===== src/rtl/io_pkg.sv =====
// Shared constants for memory-mapped I/O peripherals: seven-segment display
// addresses, control bit positions and active-low segment patterns.
`timescale 1ns/1ps
package io_pkg;

    localparam logic [31:0] IO_SEVENSEG_BASE = 32'h0000_0100;

    localparam logic [31:0] OFS_VALUE = 32'd0;
    localparam logic [31:0] OFS_CTRL  = 32'd4;

    localparam int CTRL_EN_BIT = 0;
    localparam int CTRL_DP_LSB = 4;
    localparam logic [7:0] CTRL_RESET = 8'h01;

    localparam logic [6:0] SEG_BLANK = 7'h7F;
    localparam logic [3:0] AN_BLANK  = 4'hF;

    // Active-low {g,f,e,d,c,b,a}, indexed by hex digit
    localparam logic [6:0] SEG_HEX [16] = '{
        7'h40, 7'h79, 7'h24, 7'h30, 7'h19, 7'h12, 7'h02, 7'h78,
        7'h00, 7'h10, 7'h08, 7'h03, 7'h46, 7'h21, 7'h06, 7'h0E
    };

    typedef enum logic {
        REG_VALUE = 1'b0,
        REG_CTRL  = 1'b1
    } sevenseg_reg_e;

endpackage


===== src/rtl/hex7seg.sv =====
// Combinational hex nibble to active-low seven-segment pattern decoder.
`timescale 1ns/1ps
module hex7seg
    import io_pkg::*;
(
    input  logic [3:0] hex,
    output logic [6:0] seg
);

    assign seg = SEG_HEX[hex];

endmodule


===== src/rtl/io_sevenseg.sv =====
// Memory-mapped seven-segment display: VALUE/CTRL register pair on the data
// bus, multiplexed onto a four-digit common-anode display.
`timescale 1ns/1ps
module io_sevenseg
    import io_pkg::*;
#(
    parameter logic [31:0] BASE_ADDR   = IO_SEVENSEG_BASE,
    parameter int          REFRESH_DIV = 100000
) (
    input  logic        clk,
    input  logic        reset,
    input  logic        cpu_en,
    input  logic        we,
    input  logic [31:0] a,
    input  logic [31:0] wd,
    output logic        hit,
    output logic [31:0] rd,
    output logic [6:0]  seg,
    output logic        dp,
    output logic [3:0]  an
);

    localparam int CNT_W = $clog2(REFRESH_DIV);
    localparam logic [CNT_W-1:0] CNT_TC = CNT_W'(REFRESH_DIV - 1);

    logic [CNT_W-1:0] cnt;
    logic [1:0]       dig;
    logic [15:0]      value_q;
    logic [7:0]       ctrl_q;
    logic             wr_en;
    logic             cnt_tc;
    sevenseg_reg_e    reg_sel;
    logic [3:0]       nibble;
    logic [6:0]       seg_dec;
    logic [3:0]       dp_mask;
    logic             unused_bits;

    assign hit     = (a[31:3] == BASE_ADDR[31:3]);
    assign reg_sel = (a[2] == OFS_CTRL[2]) ? REG_CTRL : REG_VALUE;
    assign wr_en   = cpu_en & we & hit;
    assign cnt_tc  = (cnt == CNT_TC);

    // Byte lanes below the word and unused store bits are deliberately dropped
    assign unused_bits = ^{a[1:0], wd[31:16], wd[3:1]};

    always_comb begin
        rd = '0;
        if (hit) begin
            case (reg_sel)
                REG_VALUE: rd = {16'b0, value_q};
                REG_CTRL:  rd = {24'b0, ctrl_q};
                default:   rd = '0;
            endcase
        end
    end

    always_ff @(posedge clk) begin
        if (reset) begin
            cnt <= '0;
            dig <= 2'd0;
        end else if (cnt_tc) begin
            cnt <= '0;
            dig <= dig + 2'd1;
        end else begin
            cnt <= cnt + CNT_W'(1);
        end
    end

    always_ff @(posedge clk) begin
        if (reset) begin
            value_q <= 16'h0000;
            ctrl_q  <= CTRL_RESET;
        end else if (wr_en) begin
            if (reg_sel == REG_CTRL) begin
                ctrl_q <= {wd[7:4], 3'b000, wd[0]};
            end else begin
                value_q <= wd[15:0];
            end
        end
    end

    assign nibble  = value_q[4*dig +: 4];
    assign dp_mask = ctrl_q[CTRL_DP_LSB +: 4];

    hex7seg u_hex7seg (
        .hex (nibble),
        .seg (seg_dec)
    );

    // Outputs are registered from the pre-edge VALUE/CTRL/dig
    always_ff @(posedge clk) begin
        if (reset || !ctrl_q[CTRL_EN_BIT]) begin
            an  <= AN_BLANK;
            seg <= SEG_BLANK;
            dp  <= 1'b1;
        end else begin
            an  <= ~(4'b0001 << dig);
            seg <= seg_dec;
            dp  <= ~dp_mask[dig];
        end
    end

endmodule


===== config.mk =====
export PLATFORM = sky130hd
export DESIGN_NAME = io_sevenseg
export DESIGN_NICKNAME = d
export VERILOG_FILES = /design/src/rtl/io_pkg.sv /design/src/rtl/hex7seg.sv /design/src/rtl/io_sevenseg.sv
export SDC_FILE = /design/constraint.sdc
export NUM_CORES = 1
export LEC_CHECK = 0
export BUFFER_PORTS_ARGS = -buffer_cell sky130_fd_sc_hd__buf_4
export CORE_UTILIZATION = 44
export DETAILED_ROUTE_END_ITERATION = 10
export PLACE_DENSITY = 0.83
export SLEW_MARGIN = 5
export SYNTH_ARGS = -nofsm -noshare
export SYNTH_HDL_FRONTEND = slang
export SYNTH_SLANG_ARGS = --single-unit

===== constraint.sdc =====
create_clock -name clk -period 1.9 [get_ports clk]
set_input_delay 0.095 -clock clk [delete_from_list [all_inputs] [get_ports clk]]
set_output_delay 0.095 -clock clk [all_outputs]
set_load 0.02 [all_outputs]

==> results of run 1 <==
## per-layer routing
layer  GRT usage, %  routed length, µm  part of all wire [%]  vias up
li1               -                  -                     -     1194
met1           23.8               2650                    43     1104
met2           35.9               3100                    51       63
met3           3.41                255                   4.2       10
met4           8.62                110                   1.8        0
met5              0                  0                     0        -
## power by group through the flow
stage               Sequential [µW]  Combinational, µW  Clock [µW]
finish                         1110                209         620
global route                   1110                229         686
global placement               1130                203           0
CTS                            1110                208         647
detailed placement             1140                207           0
floorplan                      1140                117           0
## what timing repair did
item / 4_1_cts / 5_1_grt
gates resized for setup: 1 / 4
endpoints found under the setup margin: 2 / 2
setup buffers: 0 / 2
## per-stage QoR
step | cells | setup TNS (ps) | util [%] | hold slack [ps] | setup WS (ps)
after floorplan | 324 | 0 | - | 250 | 10.9
after global placement | 460 | 0 | 57.8 | 364 | 59.2
after detailed placement | 460 | 0 | 57.8 | 369 | 4.85
after CTS | 468 | 0 | 59.3 | 41.4 | 35.5
after global routing | 470 | -26.3 | 59.7 | 47.7 | -26.3
final | 470 | 0 | 59.7 | 52.3 | 84.4
## synthesized netlist by cell type (all sizes together) (3+ instances only)
cell type   n
nand2b     38
xnor2       8
nor4        9
or3         3
xor2        7
nor3        6
buf        20
nand4       7
nand2      14
a21oi       7
and4        3
mux2i      27
o21ai       5
clkbuf     11
ha         11
dfxtp      52
mux4        5
and2       11
a31oi       3
inv         8
nor2       30
nand3       8
## cells by family after synthesis
group / count (synthesis) / share of synthesized area, %
and+or+nand+nor: 137 / 28.0
buffers and inverters: 39 / 7.63
xor gates and xnor gates: 15 / 4.60
muxes: 33 / 13.8
AOI/OAI and AO/OA: 21 / 4.52
DFF: 52 / 36.5
other: 1 / 0.131
adders and majority gates: 11 / 4.82
## tightest hold or removal path, cell delays in order
cell,delay [ps]
buf_4,110
nand2b_1,50
mux2i_1,60
## layout make-up
class	instances	area share [%]
clock buffer	6	1.99
clock inverter	2	0.447
inverter	8	0.825
multi-input combinational	233	45.7
sequential	52	28.7
tap	75	2.58
timing repair buffer	94	19.7
## worst max path at each step
stage,startpoint,to,slack [ps],cells past startpoint
global route,dig[0],seg[3],-30,5
detailed placement,dig[0],seg[4],5,5
CTS,dig[0],seg[4],40,5
global placement,dig[0],seg[0],60,5
finish,dig[0],seg[4],80,5
floorplan,dig[0],seg[0],10,6
## state kept, by name (all words and copies together) (netlist names)
| name | cells |
|---|---|
| an | 4 |
| cnt | 17 |
| ctrl_q | 5 |
| dig | 2 |
| dp | 1 |
| seg | 7 |
| value_q | 16 |
## placed cells by master, fill, tap and decap left out, types with 2 or more instances in the layout
cell | synthesis | routed
a21oi_1 | 7 | 7
a31oi_1 | 3 | 3
and2_1 | 11 | 11
and4_1 | 3 | 3
buf_4 | 16 | 93
clkbuf_8 | 0 | 5
conb_1 | 1 | 16
dfxtp_1 | 52 | 51
ha_1 | 11 | 10
inv_1 | 8 | 8
mux2i_1 | 27 | 26
mux4_2 | 5 | 5
nand2_1 | 14 | 14
nand2b_1 | 38 | 38
nand3_1 | 8 | 8
nand4_1 | 6 | 6
nor2_1 | 30 | 30
nor2b_1 | 2 | 2
nor3_1 | 6 | 6
nor4_1 | 6 | 6
nor4_4 | 2 | 2
o21ai_0 | 2 | 2
o21ai_1 | 3 | 3
o221ai_1 | 2 | 2
or3_1 | 3 | 3
or3b_1 | 2 | 2
xnor2_1 | 8 | 8
xor2_1 | 7 | 7
==> reports/qor.csv, run 1 <==
metric,value,unit
Routed Antenna Nets,0,
Buffers & Inverters on Critical Path,2,
fmax,0.551,GHz
final period utilization,95.6,%
first-pass GRT wire length,10500,µm
TritonCTS clock tree,built,
Starting Density,46.8,%
final setup vio count,0,
Worst path max stage delay,580,ps
Synth async-reset ratio,0,%
clock skew,8.59,ps
reg-to-reg endpoint,seg[4],
DRT Pass-1 Iters,4,
Core ar.,6100,µm²
Rows,28,
largest net degree at the start of global routing,44,
Vias/cell,5.04,
CP cell instances,buf_4 -> mux4_2 -> buf_4 -> mux2i_2 -> o221ai_1,
Vias,2371,
sw frac,24.1,%
# port buffers,78,
vias in the first global route,2331,
Synth cell types,41,
layout cells sized above 1,29.4,%
Static Leak,0.00150,µW
Post-synth EDFFs,0,
Rel. slew slack,62.5,%
Mean Syn Cell Area,9.24,µm²
register area,1040,µm²
Starting DRT DRC Count,93,
sequential power share,57.2,%
fill count,536,
"Seq/Total Area, Yosys",36.5,%
full die area,6810,µm²
hpwl dp,4670,µm
post-layout min period,1820,ps
hold depth,3,
post-synth top area cell,dfxtp_1,
CP endpoint kind,flop,
"Slowest-stage cell, CP",mux4_2,
top cell type's share of synthesized area,36.5,%
Internal,1470,µW
r2r startpoint,dig[0],
DRC,0,
maximum clock path buffer count,2,
internal reg-to-reg setup slack,80,ps
final instance area,3640,µm²
H-tree depth,2,
hold-fix buffer count after cts,0,
Die W,82.5,µm
GR Overflow Total,0,
Die H,82.5,µm
io pins,113,
actual slew at the worst max-slew pin,561,ps
top post-synthesis cells by area,"dfxtp_1 (36%), mux2i_1 (9.5%), nand2b_1 (8.3%)",
GPL Wtd Cong,0.823,
Yosys reg bits,52,
mapped cell area,2850,µm²
Post-Syn Instances,309,
Routed WL,6110,µm
footprint of the multi-input gates,1660,µm²
maximum fanout along the worst path,10,
"Power, Total",1940,µW
Synth Flop Type,dfxtp_1,
max-slew violations,0,
Worst Hold Class,primary input to flop,
critical path required time,2040,ps
arrival time worst endpoint,1960,ps
initial antenna violation count,0,
Synthesis Warnings,0,
CTS Sinks,52,
type of origin of the critical path,flop,
Comb power frac,10.8,%
Worst R2R Path Depth,5,
wire per inst,13.0,µm
Hold Path End,value_q[11],
VDD IR max,0.390,mV
PD cells,532,nW/µm²
# Max-Cap Violations,0,
Num CTS Buffers,5,
Worst-Skew Late Latency,300,ps
hold path start,wd[11],
Final nets,473,
Clock transition at path regs,90,ps
antenna cells,0,
Clock power frac,32.0,%
Area after DPL,3520,µm²
gr usage total,20.2,%
CTS Root Cell,clkbuf_8,
family with the most delay on the worst path,multiplexers,
sw power,467,µW
Layout area overhead,27.5,%
Final Hold Violating Endpoints,0,
outcome,completed,
cell mode on critical path,buf_4,
Crit Path Category,flop to flop,
Note: power is estimated with default switching activity, not from simulation.
==> run 2: changes to the inputs <==
Settings changed: PLACE_DENSITY 0.83 to 0.76.
==> reports/qor.csv, run 2 (same netlist as run 1, synthesis figures left out) <==
metric,value,unit,change
top flop regs,"cnt (17), value_q (16), seg (7)",,unchanged
Final WS setup,126,ps,was 84.4 ps
post-layout min period,1770,ps,was 1820 ps
actual slew at the worst max-slew pin,535,ps,was 561 ps
arrival time worst endpoint,1960,ps,about the same
non-filler instance count after layout,467,,was 470
gr usage total,18.8,%,was 20.2%
GPL Wtd Cong,0.831,,was 0.823
wire per inst,12.7,µm,was 13.0 µm
# Max-Cap Violations,0,,unchanged
worst hold slack,41.2,ps,was 52.3 ps
# port buffers,78,,unchanged
maximum fanout along the worst path,4,,was 10
Layout area overhead,27.4,%,was 27.5%
maximum clock path buffer count,2,,unchanged
full die area,6810,µm²,unchanged
register area,1040,µm²,unchanged
Placed Cells,458,,was 460
Die H,82.5,µm,unchanged
Rel. slew slack,64.2,%,was 62.5%
CP cell instances,mux4_2 -> ha_2 -> or3b_1 -> o221ai_1 -> nand2_1,,was buf_4 -> mux4_2 -> buf_4 -> mux2i_2 -> o221ai_1
Crit Path Category,flop to flop,,unchanged
antenna cells,0,,unchanged
Largest register FFs,17,,unchanged
"most common cell after layout, fill and taps aside",buf_4,,unchanged
Rows,28,,unchanged
hpwl dp,4540,µm,was 4670 µm
io pins,113,,unchanged
RSZ-0062 raised after global routing,false,,
CTS Root Cell,clkbuf_8,,unchanged
Largest Register,cnt,,unchanged
DRC,0,,unchanged
initial antenna violation count,0,,unchanged
DRT Pass-1 Iters,4,,unchanged
Starting Density,46.8,%,unchanged
VDD IR max,0.526,mV,was 0.390 mV
critical path required time,2090,ps,was 2040 ps
Num CTS Buffers,5,,unchanged
H-tree depth,2,,unchanged
Area after DPL,3510,µm²,was 3520 µm²
TritonCTS clock tree,built,,unchanged
CP endpoint kind,flop,,unchanged
layout cells sized above 1,28.6,%,was 29.4%
Routed WL,5950,µm,was 6110 µm
Final nets,470,,was 473
clock skew,9.50,ps,was 8.59 ps
Buffers & Inverters on Critical Path,0,,was 2
Vias,2328,,was 2371
Die W,82.5,µm,unchanged
final period utilization,93.4,%,was 95.6%
type of origin of the critical path,flop,,unchanged
PD cells,574,nW/µm²,was 532 nW/µm²
max-slew violations,0,,unchanged
"commonest non-fill, non-tap cells in the layout","buf_4 (90), dfxtp_1 (51), nand2b_1 (38)",,"was buf_4 (93), dfxtp_1 (51), nand2b_1 (38)"
GR Overflow Total,0,,unchanged
Worst-Skew Late Latency,310,ps,was 300 ps
CTS Sinks,52,,unchanged
family with the most delay on the worst path,multiplexers,,unchanged
first-pass GRT wire length,9860,µm,was 10500 µm
Worst path max stage delay,560,ps,was 580 ps
final instance area,3640,µm²,about the same
fmax,0.564,GHz,was 0.551 GHz
Vias/cell,4.99,,was 5.04
setup tns final,0,ps,unchanged
Worst Hold Class,primary input to flop,,unchanged
Final Hold Violating Endpoints,0,,unchanged
outcome,completed,,unchanged
fill count,532,,was 536
Starting DRT DRC Count,69,,was 93
Static Leak,0.00150,µW,about the same
Core ar.,6100,µm²,unchanged
final setup vio count,0,,unchanged
largest net degree at the start of global routing,44,,unchanged
vias in the first global route,2124,,was 2331
Routed Antenna Nets,0,,unchanged
"Slowest-stage cell, CP",mux4_2,,unchanged
Clock transition at path regs,100,ps,was 90 ps
pre-CTS WS,34.6,ps,was 4.85 ps
footprint of the multi-input gates,1660,µm²,about the same
-- run 2: per-stage QoR --
step	power [µW]	util [%]
2_1_floorplan	1260	-
3_3_place_gp	1340	57.5
3_5_place_dp	1340	57.5
4_1_cts	2110	59.4
5_1_grt	2180	59.6
6_report	2090	59.6
-- run 2: timing repair --
item                                    4_1_cts  5_1_grt
buffers inserted                              0        1
gates resized for setup                       0        3
hold endpoints to repair                      0        0
hold buffers                                  0        0
endpoints found under the setup margin        0        4
-- run 2: metal layers --
metal  part of all wire, %  track usage [%]  up-vias
met5                     0                0        -
met4                   1.3             6.03        0
met3                   3.6             3.74        8
met2                    50             32.1       50
met1                    46             23.7     1078
li1                      -                -     1192
-- run 2: area by class of cell --
class	instances	area share, %
clock buffers	5	1.89
well taps	75	2.58
repair buffers	91	19.1
flip-flops and latches	52	28.7
multi-input cells	233	45.5
clock inverters	3	1.31
inverters	8	0.826
-- run 2: tightest hold or removal path: stages --
cell	delay, ps
buf_4	100
nand2b_1	50
mux2i_1	60
-- run 2: path summary, 6_finish.rpt --
check	depth (start not counted)	slack, ps	endpoint	start
setup reg to reg	5	130	seg[0]	dig[0]
hold reg to reg	1	480	cnt[0]	cnt[0]
hold / removal	3	40	value_q[10]	wd[10]
setup / recovery	5	130	seg[0]	dig[0]
-- run 2: power breakdown --
group / leakage, µW / internal, µW / switching, µW
registers: 0.000423 / 1100 / 7.23
clock network: 0.0000583 / 397 / 377
logic: 0.00101 / 106 / 100
